### src/rtl/mem_arb_pkg.sv
// Shared types for the instruction/data memory port arbiter: FSM state encoding and
// transaction owner codes.
package mem_arb_pkg;

  typedef enum logic [1:0] {
    ST_IDLE       = 2'd0,
    ST_BUSY_FETCH = 2'd1,
    ST_BUSY_DATA  = 2'd2
  } arb_state_e;

  typedef enum logic [1:0] {
    OWN_NONE  = 2'd0,
    OWN_FETCH = 2'd1,
    OWN_DATA  = 2'd2
  } owner_e;

  // Owner of the memory port is implied by the busy state.
  function automatic owner_e owner_of(input arb_state_e st);
    owner_e own;
    case (st)
      ST_BUSY_FETCH: own = OWN_FETCH;
      ST_BUSY_DATA:  own = OWN_DATA;
      default:       own = OWN_NONE;
    endcase
    return own;
  endfunction

endpackage

### src/rtl/mem_arb_starve_cnt.sv
// Saturating count of data grants made while fetch was waiting; at_limit forces
// the next contested grant to fetch.
module mem_arb_starve_cnt #(
  parameter int LIMIT = 4
) (
  input  logic clk,
  input  logic rst,
  input  logic inc,
  input  logic clr,
  output logic at_limit
);

  localparam int CW = (LIMIT < 1) ? 1 : $clog2(LIMIT + 1);
  localparam logic [CW-1:0] LIM = CW'(LIMIT);
  localparam logic [CW-1:0] ONE = CW'(1);

  logic [CW-1:0] cnt_q;
  logic [CW-1:0] cnt_d;

  assign at_limit = (cnt_q == LIM);

  // Clear has priority; increment holds once the limit is reached.
  always_comb begin
    cnt_d = cnt_q;
    if (clr) begin
      cnt_d = '0;
    end else if (inc && !at_limit) begin
      cnt_d = cnt_q + ONE;
    end else begin
      cnt_d = cnt_q;
    end
  end

  // Counter register.
  always_ff @(posedge clk or negedge rst) begin
    if (!rst) begin
      cnt_q <= '0;
    end else begin
      cnt_q <= cnt_d;
    end
  end

endmodule

### src/rtl/mem_port_arbiter.sv
// Arbitrates the single memory port between fetch (read only) and data (load/store),
// one transaction at a time, data-first with a fetch starvation guard and fetch flush.
module mem_port_arbiter
  import mem_arb_pkg::*;
#(
  parameter int XLEN         = 32,
  parameter int ADDR_SIZE    = 32,
  parameter int STARVE_LIMIT = 4
) (
  input  logic                 clk,
  input  logic                 rst,
  input  logic                 flush,
  input  logic                 fetch_readEn,
  input  logic [ADDR_SIZE-1:0] fetch_addr,
  output logic                 fetch_readFin,
  output logic [XLEN-1:0]      fetch_rdata,
  input  logic                 data_readEn,
  input  logic                 data_writeEn,
  input  logic [ADDR_SIZE-1:0] data_addr,
  input  logic [XLEN-1:0]      data_wdata,
  input  logic [XLEN/8-1:0]    data_wmask,
  output logic                 data_fin,
  output logic [XLEN-1:0]      data_rdata,
  output logic                 mem_req,
  output logic                 mem_we,
  output logic [ADDR_SIZE-1:0] mem_addr,
  output logic [XLEN-1:0]      mem_wdata,
  output logic [XLEN/8-1:0]    mem_wmask,
  input  logic                 mem_ack,
  input  logic [XLEN-1:0]      mem_rdata
);

  localparam int MW = XLEN / 8;

  arb_state_e           state_q, state_d;
  logic                 drop_q, drop_d;
  logic                 mem_req_q, mem_req_d;
  logic                 mem_we_q, mem_we_d;
  logic [ADDR_SIZE-1:0] mem_addr_q, mem_addr_d;
  logic [XLEN-1:0]      mem_wdata_q, mem_wdata_d;
  logic [MW-1:0]        mem_wmask_q, mem_wmask_d;

  logic   fetch_req_eff;
  logic   data_req;
  logic   at_limit;
  logic   grant_data;
  logic   grant_fetch;
  logic   starve_inc;
  logic   starve_clr;
  owner_e owner;

  assign fetch_req_eff = fetch_readEn & ~flush;
  assign data_req      = data_readEn | data_writeEn;
  assign grant_data    = (state_q == ST_IDLE) & data_req & (~fetch_req_eff | ~at_limit);
  assign grant_fetch   = (state_q == ST_IDLE) & fetch_req_eff & (~data_req | at_limit);
  assign starve_inc    = grant_data & fetch_req_eff;
  assign starve_clr    = grant_fetch | ((grant_data | grant_fetch) & ~fetch_readEn);
  assign owner         = owner_of(state_q);

  // A flush landing on the ack cycle also kills the fetch result.
  assign fetch_readFin = mem_ack & (owner == OWN_FETCH) & ~drop_q & ~flush;
  assign data_fin      = mem_ack & (owner == OWN_DATA);
  assign fetch_rdata   = mem_rdata;
  assign data_rdata    = mem_rdata;

  assign mem_req   = mem_req_q;
  assign mem_we    = mem_we_q;
  assign mem_addr  = mem_addr_q;
  assign mem_wdata = mem_wdata_q;
  assign mem_wmask = mem_wmask_q;

  mem_arb_starve_cnt #(.LIMIT(STARVE_LIMIT)) u_starve (
    .clk      (clk),
    .rst      (rst),
    .inc      (starve_inc),
    .clr      (starve_clr),
    .at_limit (at_limit)
  );

  // Next-state and memory-port latch logic.
  always_comb begin
    state_d     = state_q;
    drop_d      = drop_q;
    mem_req_d   = mem_req_q;
    mem_we_d    = mem_we_q;
    mem_addr_d  = mem_addr_q;
    mem_wdata_d = mem_wdata_q;
    mem_wmask_d = mem_wmask_q;
    case (state_q)
      ST_IDLE: begin
        drop_d = 1'b0;
        if (grant_data) begin
          state_d     = ST_BUSY_DATA;
          mem_req_d   = 1'b1;
          mem_we_d    = data_writeEn;
          mem_addr_d  = data_addr;
          mem_wdata_d = data_wdata;
          mem_wmask_d = data_writeEn ? data_wmask : '0;
        end else if (grant_fetch) begin
          state_d     = ST_BUSY_FETCH;
          mem_req_d   = 1'b1;
          mem_we_d    = 1'b0;
          mem_addr_d  = fetch_addr;
          mem_wdata_d = '0;
          mem_wmask_d = '0;
        end else begin
          state_d = ST_IDLE;
        end
      end
      ST_BUSY_FETCH: begin
        if (mem_ack) begin
          state_d   = ST_IDLE;
          mem_req_d = 1'b0;
          drop_d    = 1'b0;
        end else begin
          drop_d = drop_q | flush;
        end
      end
      ST_BUSY_DATA: begin
        if (mem_ack) begin
          state_d   = ST_IDLE;
          mem_req_d = 1'b0;
        end else begin
          state_d = ST_BUSY_DATA;
        end
      end
      default: begin
        state_d   = ST_IDLE;
        mem_req_d = 1'b0;
        drop_d    = 1'b0;
      end
    endcase
  end

  // State and registered memory-port outputs.
  always_ff @(posedge clk or negedge rst) begin
    if (!rst) begin
      state_q     <= ST_IDLE;
      drop_q      <= 1'b0;
      mem_req_q   <= 1'b0;
      mem_we_q    <= 1'b0;
      mem_addr_q  <= '0;
      mem_wdata_q <= '0;
      mem_wmask_q <= '0;
    end else begin
      state_q     <= state_d;
      drop_q      <= drop_d;
      mem_req_q   <= mem_req_d;
      mem_we_q    <= mem_we_d;
      mem_addr_q  <= mem_addr_d;
      mem_wdata_q <= mem_wdata_d;
      mem_wmask_q <= mem_wmask_d;
    end
  end

endmodule

### config.mk
export PLATFORM = sky130hd
export DESIGN_NAME = mem_port_arbiter
export DESIGN_NICKNAME = d
export VERILOG_FILES = /design/src/rtl/mem_arb_pkg.sv /design/src/rtl/mem_arb_starve_cnt.sv /design/src/rtl/mem_port_arbiter.sv
export SDC_FILE = /design/constraint.sdc
export NUM_CORES = 1
export LEC_CHECK = 0
export CAP_MARGIN = 20
export CORE_ASPECT_RATIO = 0.5
export CORE_MARGIN = 2
export CORE_UTILIZATION = 30
export CTS_CLUSTER_DIAMETER = 50
export DETAILED_ROUTE_END_ITERATION = 8
export PLACE_DENSITY = 0.77
export SLEW_MARGIN = 20
export SYNTH_ARGS = -nofsm -noshare
export SYNTH_HDL_FRONTEND = slang
export SYNTH_SLANG_ARGS = --single-unit
### constraint.sdc
create_clock -name clk -period 3.5 [get_ports clk]
set_input_delay 0.875 -clock clk [delete_from_list [all_inputs] [get_ports clk]]
set_output_delay 0.875 -clock clk [all_outputs]
set_load 0.05 [all_outputs]
==> results.py <==
metrics = {
    "timing": {
        "rsz0062_at_grt": "false",
        "fin_crit_sh": 0.8493,
        "timing.hold.ws_ns": 0.4737,
        "maxSlewViolCount": 0,
        "post-route-min-period_ns": 2.973,
        "fin_worst_skew_ns": 0.007761,
        "max_freq_mhz": 336.4,
        "final.setup.tns_ns": 0,
        "finalHoldViolations": 0,
        "max_slew_margin": 0.5041,
        "worst_slew_pin_slew_ns": 0.7438,
        "finalSetupViolations": 0,
    },
    "setup_path": {
        "ff2ff_setup_slack_ns": 1.48,
        "rr_startpoint": "state_q[0]",
        "arrival_ns": 2.10,
        "critical_path_required_ns": 2.62,
        "worstSetupEndpointType": "output pin",
        "path_class": "in -> out",
        "reg2regPathDepth": 7,
        "r2r_end": "mem_addr[7]",
        "worst_setup_path_start_kind": "primary input",
        "cp_max_fo": 5,
    },
    "layout": {
        "final_util": 0.4536,
        "syn_to_final_growth_pct": 46.82,
        "final_area_um2": 5371,
        "antenna_cells": 0,
        "fill_cells": 1120,
        "most-common-layout-cells": "clkdlybuf4s50_1 (175), dfrtp_1 (76), nand2_1 (56), a22o_1 (36), a21oi_1 (24)",
        "drive_above_1_share": 0.04772,
        "final_net_count": 602,
        "final_common_cell": "clkdlybuf4s50_1",
    },
    "clock_network": {
        "ctsResizeCount": 0,
        "cts_max_path_buffers": 2,
        "cts.sinks": 76,
        "root_buffer": "clkbuf_16",
        "cts_max_level": 3,
        "path_clk_slew_ns": 0.06,
        "clock_latency_ns": 0.32,
        "cts_buffers": 9,
        "cts_tree": "built",
        "ctsHoldBuffers": 0,
        "cts_setup_buffers": 0,
    },
    "detailed_routing": {
        "ant_nets": 0,
        "routedWlPerCell_um": 16.80,
        "vias": 2906,
        "drt_wl_total_um": 10520,
        "vias_per_cell": 4.642,
        "drcViolationCount": 0,
        "drt_iter0_markers": 189,
        "first_pass_iters": 4,
    },
    "place": {
        "dpl_cell_area_um2": 5097,
        "io_buffers": 178,
        "routabilityCongestion": 0.7502,
        "dp_hpwl_um": 7480,
    },
    "floorplan": {
        "die_w_um": 160.2,
        "die_h_um": 82.09,
        "initial_core_util": 0.3090,
        "pin_count": 275,
        "core_area_um2": 11840,
        "fp-row-count": 28,
        "die-area_um2": 13150,
    },
    "logic_synthesis": {
        "synth_compound_area_frac": 0.1823,
        "synthAdderAreaFrac": 0.02052,
        "muxShareOfSynthArea": 0.002736,
        "synth_top_family_by_area": "compound AO/OA/AOI/OAI gates",
        "netlist_area_um2": 3659,
        "synth.avg_cell_area_um2": 10.48,
        "ys_seq_elements": 76,
        "netlist-cell-type-count": 34,
        "synthFlopType": "dfrtp_1",
        "synth_warnings": 0,
        "synth-xor-area-share": 0,
        "synth_nets": 494,
        "synth-edff-count": 0,
        "synth_simple_gate_area_frac": 0.1029,
        "syn_inst": 349,
        "ys_seq_area_frac": 0.5198,
        "async_reset_ff_frac": 1.000,
    },
    "power_and_ir_drop": {
        "ir_worst_vdd_mv": 0.3072,
        "p_per_area_nw_per_um2": 1058,
        "p_leak_uw": 0.002335,
        "power.total_uw": 5680,
    },
    "global_route": {
        "grt-ovfl-total": 0,
        "grt_max_degree": 77,
        "grt.total_usage": 0.1549,
        "antenna_found_initial": 0,
        "grt_pass1_wl_um": 15890,
        "grt_pass1_vias": 2953,
    },
    "hold_path": {
        "hold_class": "reg -> reg",
        "hold_depth": 1,
        "holdCritStartpoint": "mem_we",
        "holdPathEnd": "mem_we",
    },
    "flow_run": {
        "maxCapViolCount": 0,
    },
    "status": {
        "outcome": "completed",
    },
}
sequential cells by signal, summed over array words and instances, names as in the netlist:
register,cells
drop_q,1
mem_addr,32
mem_req,1
mem_wdata,32
mem_we,1
mem_wmask,4
state_q,2
u_starve.cnt_q,3
final cells by class:
class                   count  area (µm²)  share of cell area
well taps                 165       206.4             0.03843
flip-flops and latches     76        1902              0.3541
repair buffers            181        1838              0.3422
clock inverters             2       10.01            0.001863
multi-input cells         184        1136              0.2115
clock buffers              13       260.3             0.04845
inverters                   5       18.77            0.003494
cells in the mapped netlist (2+ instances only):
| master | instances | area, µm² |
|---|---|---|
| o21ai_0 | 2 | 10.01 |
| nor2b_1 | 2 | 12.51 |
| a21oi_1 | 24 | 120.1 |
| buf_4 | 64 | 480.5 |
| a22o_1 | 36 | 315.3 |
| a22oi_1 | 23 | 172.7 |
| clkbuf_1 | 2 | 7.510 |
| nor3b_1 | 2 | 15.01 |
| nor2_1 | 15 | 56.30 |
| buf_2 | 12 | 60.06 |
| buf_6 | 5 | 56.30 |
| ha_1 | 6 | 75.07 |
| dfrtp_1 | 76 | 1902 |
| inv_1 | 5 | 18.77 |
| nand2_1 | 56 | 210.2 |
per-stage QoR:
| stage | setup slack [ns] | cells |
|---|---|---|
| global placement | 0.5366 | 611 |
| CTS | 0.5244 | 626 |
| global route | 0.4637 | 626 |
| floorplan | 0.2173 | 349 |
| finish | 0.5274 | 626 |
| detailed placement | 0.5298 | 611 |
metal layers:
metal,track usage,routed length (µm),vias up
met4,0.06667,269,0
li1,-,-,1352
met1,0.1843,4170,1438
met5,0,0,-
met2,0.2688,5536,84
met3,0.04444,538,32
how the worst max path moves through the flow:
stage / start / endpoint / slack [ns] / cells after the start
floorplan: mem_ack / fetch_readFin / 0.22 / 1
detailed placement: mem_ack / fetch_readFin / 0.53 / 3
global route: mem_ack / fetch_readFin / 0.46 / 3
global placement: mem_ack / fetch_readFin / 0.54 / 3
CTS: mem_ack / fetch_readFin / 0.52 / 3
finish: mem_ack / fetch_readFin / 0.53 / 3
kinds of logic (layout without fill, tap and decap cells):
kind of cell               after synthesis  count (layout)
AOI/OAI and AO/OA                       91              91
and+or+nand+nor                         86              86
DFF                                     76              76
buffers and inverters                   89             201
adders and majority gates                6               6
muxes                                    1               1
where the power goes:
group	leakage (µW)	total, µW	internal, µW	switching, µW
Combinational	0.00127	3290	1140	2150
Clock	0.000135	857	513	343
Sequential	0.000933	1530	1300	234
Total	0.00234	5680	2960	2720
critical path, cell delays in order:
cell and delay (ns):
clkdlybuf4s50_1 0.52, nor4bb_1 0.50, buf_12 0.20
No activity file was read; power rests on OpenSTA's default activity.
==> variant 1 (config.mk and constraints unchanged) <==
Set the parameter `ADDR_SIZE` to 16 (it was 32).
--- a/src/rtl/mem_port_arbiter.sv
+++ b/src/rtl/mem_port_arbiter.sv
@@ -6,3 +6,3 @@
   parameter int XLEN         = 32,
-  parameter int ADDR_SIZE    = 32,
+  parameter int ADDR_SIZE    = 16,
   parameter int STARVE_LIMIT = 4
Ports: changed (resized data_addr, fetch_addr and mem_addr); port bits go from 275 to 227. The function was not compared with the original's and may differ.
==> variant 1 against the original RTL <==
Critical path type unchanged; highest routed layer unchanged; wire length down 29%; sequential cell count down 16; global-route usage down 2.1 points; worst hold slack better by 0.015 ns; total power down 19%; design area down 19%; largest cell class unchanged; sequential power down 21%; critical endpoint unchanged; worst setup slack better by 0.18 ns; combinational power down 20%; synthesized area down 14%.
==> variant 1: results (changes against the original RTL) <==
| Metric | Value |
|---|---|
| Layout cell share with drive strength beyond 1 | 0.177 (+0.130) |
| Compound-gate portion of the synthesized area | 0.135 (-0.0473) |
| Clock Skews | 0.00444 ns (-0.00332 ns) |
| Commonest cells post-synth | buf_4 (66), dfrtp_1 (60), a22o_1 (33), mux2_2 (22), nor2_1 (8) |
| Post-DP HPWL | 5.48 mm (-27%) |
| Post-synthesis sequential area ratio | 0.477 (-0.0433) |
| Max Fanout on Critical Path | 4 (-1) |
| Crit path DAT | 1.92 ns (-0.18 ns) |
| Vias in the first global route | 2269 (-23%) |
| Detailed Route Iter0 Violations | 58 (-69%) |
| Gpl congestion | 0.732 (-2.4%) |
| First-pass GRT wire length | 12.0 mm (-25%) |
| Post-synthesis xor/xnor area fraction | 0.00556 (+0.00556) |
| Post-synth cell types | 30 (-12%) |
| Port Buf Inserts | 130 (-27%) |
| Largest net degree at the start of global routing | 50 (-35%) |
| Routed length per instance | 16.1 um (-4.2%) |
| CP peak stage delay | 0.50 ns (-0.02 ns) |
| Mux cell area share after synthesis | 0.129 (+0.126) |
| Adder-Cell Fraction of Synth Area | 0.0278 (+0.00728) |
| Final net count | 436 (-28%) |
| Maximum VDD drop | 0.339 mV (+10%) |
| Outcome | finished, final reports clean |
| FFs w/ async S/R, synth | 1.00 (unchanged) |
| Actual slew at the worst max-slew pin | 0.674 ns (-0.0698 ns) |
| Total net switching power | 2.12 mW (-22%) |
| Placed Area | 4090 um^2 (-20%) |
| DP Worst Slack | 0.533 ns (+0.00354 ns) |
[variant 1: final timing paths]
path | slack (ns) | start | cells after the start | endpoint
max | 0.70 | flush | 3 | fetch_readFin
min | 0.49 | mem_wmask[1] | 1 | mem_wmask[1]
max reg2reg | 1.21 | state_q[1] | 7 | mem_addr[3]
min reg2reg | 0.49 | mem_wmask[1] | 1 | mem_wmask[1]
max in group asynchronous | 2.22 | rst | 2 | mem_we
min in group asynchronous | 0.59 | rst | 1 | mem_addr[14]
[variant 1: cell families after synthesis]
kind of cell / count (synthesis)
xor gates and xnor gates: 2
adders and majority gates: 7
buffers and inverters: 81
DFF: 60
muxes: 34
and+or+nand+nor: 19
AOI/OAI and AO/OA: 48
[variant 1: through the flow]
| step | cells | power [mW] |
|---|---|---|
| 6_report | 467 | 4.62 |
| 5_1_grt | 467 | 4.83 |
| 4_1_cts | 467 | 4.67 |
| 3_5_place_dp | 451 | 3.85 |
| 3_3_place_gp | 451 | 3.82 |
| 2_1_floorplan | 251 | 3.18 |
[variant 1: final cells by class]
cell class                 count  area, um^2
tap                          140         175
multi-input combinational    110        1050
sequential                    60        1500
inverter                       6        22.5
fill                         955        5860
clock inverter                 5        27.5
timing repair buffer         135        1340
clock buffer                  11         243
[variant 1: power groups by stage]
stage,clock network (mW),registers [mW],logic [mW]
finish,0.790,1.21,2.63
global route,0.843,1.25,2.73
CTS,0.813,1.21,2.65
detailed placement,0,1.21,2.64
global placement,0,1.20,2.61
floorplan,0,2.26,0.918
[variant 1: per-layer routing]
metal  part of all wire  track usage  vias to the layer above  wire, um
met5                  0            0                        -         0
met4              0.025       0.0800                        0       189
met3              0.047       0.0329                       26       356
met2               0.54        0.242                       46      4070
met1               0.39        0.142                     1064      2900
li1                   -            -                      964         -
==> variant 2 (same flow settings) <==
Without the edit above. Encoding of `arb_state_e`: now one-hot (3 bits for 3 states).
--- a/src/rtl/mem_arb_pkg.sv
+++ b/src/rtl/mem_arb_pkg.sv
@@ -4,6 +4,6 @@
 
-  typedef enum logic [1:0] {
-    ST_IDLE       = 2'd0,
-    ST_BUSY_FETCH = 2'd1,
-    ST_BUSY_DATA  = 2'd2
+  typedef enum logic [2:0] {
+    ST_IDLE       = 3'b001,
+    ST_BUSY_FETCH = 3'b010,
+    ST_BUSY_DATA  = 3'b100
   } arb_state_e;
Check against the original RTL: no difference found for any inputs over 10 cycles, from zero or initial values and one cycle with rst low; not proved beyond that.
==> variant 2 against the original RTL <==
Synthesized area grew 3.7%; worst setup slack gained 0.20 ns; largest cell class unchanged; final cell count grew 3.8%; wire length grew 1.4%; sequential cell count grew 1; largest power group unchanged; fmax grew 7.1%; critical path depth is the same; critical endpoint unchanged; worst hold slack gained 0.0060 ns; total power grew 9.4%; design area grew 3.2%.
==> variant 2: results (changes against the original RTL) <==
| Metric | Value |
|---|---|
| Fillers | 1139 (+1.7%) |
| Synth Net Count | 513 (+3.8%) |
| Crit path DAT | 1.90 ns (-0.20 ns) |
| Gpl congestion | 0.835 (+11%) |
| Port Buf Inserts | 178 (unchanged) |
| First-pass GRT wire length | 16.8 mm (+6.0%) |
| Largest net degree at the start of global routing | 78 (+1.3%) |
| DP Worst Slack | 0.723 ns (+0.193 ns) |
| # diodes | 0 (unchanged) |
| Total Routing Usage GR | 0.157 (+0.00230) |
| Maximum VDD drop | 0.419 mV (+36%) |
| Actual slew at the worst max-slew pin | 0.716 ns (-0.0279 ns) |
| Routed vias | 3021 (+4.0%) |
| Synth warn | 0 (unchanged) |
| Detailed Route Iter0 Violations | 161 (-15%) |
| Commonest cells post-synth | dfrtp_1 (76), buf_4 (68), a21oi_1 (50), nor2_1 (37), a22o_1 (36) |
| Outcome | finished, final reports clean |
| Layout cell share with drive strength beyond 1 | 0.0969 (+0.0492) |
| Largest cells by area after synthesis | dfrtp_1 (50%), buf_4 (13%), a22o_1 (8.3%), a21oi_1 (6.6%), a21oi_2 (4.4%) |
| Final net count | 621 (+3.2%) |
| Clock Skews | 0.00697 ns (-0.000792 ns) |
| Post-Syn Area per Cell | 10.2 um^2 (-2.7%) |
| Cells after DPL | 634 (+3.8%) |
| Post-DP HPWL | 7.36 mm (-1.7%) |
| Cell Count, Final, Fillers Out | 650 (+3.8%) |
| Vias in the first global route | 3238 (+9.7%) |
| Post-synthesis sequential area ratio | 0.508 (-0.0116) |
| Placed Area | 5220 um^2 (+2.4%) |
## variant 2: cell types whose count changed in the layout (fill, tap and decap cells not counted), sizes merged, moves of 2 or more
cell | unedited run | this run
a21oi | 25 | 70
a22oi | 23 | 0
nor2 | 15 | 37
nand2 | 56 | 35
ha | 6 | 2
clkbuf | 13 | 10
inv | 5 | 2
nand2b | 1 | 4
bufinv | 0 | 2
clkinvlp | 0 | 2
nor3 | 1 | 3
## variant 2: cell families after synthesis
logic type / synth area share
fa+ha+maj: 0.00660
buf+inv: 0.165
compound gates: 0.210
flops: 0.508
simple gates: 0.109
xor+xnor: 0.00231
## variant 2: routing by layer
layer,share of wire,wire length (um),global-route usage
met1,0.42,4480,0.191
met2,0.52,5490,0.270
met3,0.042,443,0.0363
met4,0.023,240,0.0636
met5,0,0,0
## variant 2: final cells by class
class | count | area share
sequential | 77 | 0.348
timing repair buffer | 182 | 0.331
multi-input combinational | 208 | 0.226
clock buffer | 10 | 0.0413
tap | 165 | 0.0372
clock inverter | 6 | 0.0160
inverter | 2 | 0.00135
## variant 2: path summary, 6_finish.rpt
kind | slack, ns | end | start
max in group asynchronous | 2.43 | mem_addr[16] | rst
min in group asynchronous | 0.59 | mem_addr[30] | rst
min reg2reg | 0.48 | mem_we | mem_we
max | 0.72 | fetch_readFin | flush
min | 0.48 | mem_we | mem_we
max reg2reg | 1.60 | mem_addr[31] | state_q[0]
## variant 2: power breakdown
part	internal [mW]	total (mW)	leakage, nW	switching [mW]
combinational	1.28	3.68	1.23	2.39
sequential	1.32	1.55	0.921	0.230
clock	0.625	0.993	0.149	0.368
total	3.22	6.22	2.30	2.99
## variant 2: critical path: stages
cell and delay, ns:
clkdlybuf4s50_1 0.48, nor4_1 0.30, buf_4 0.25
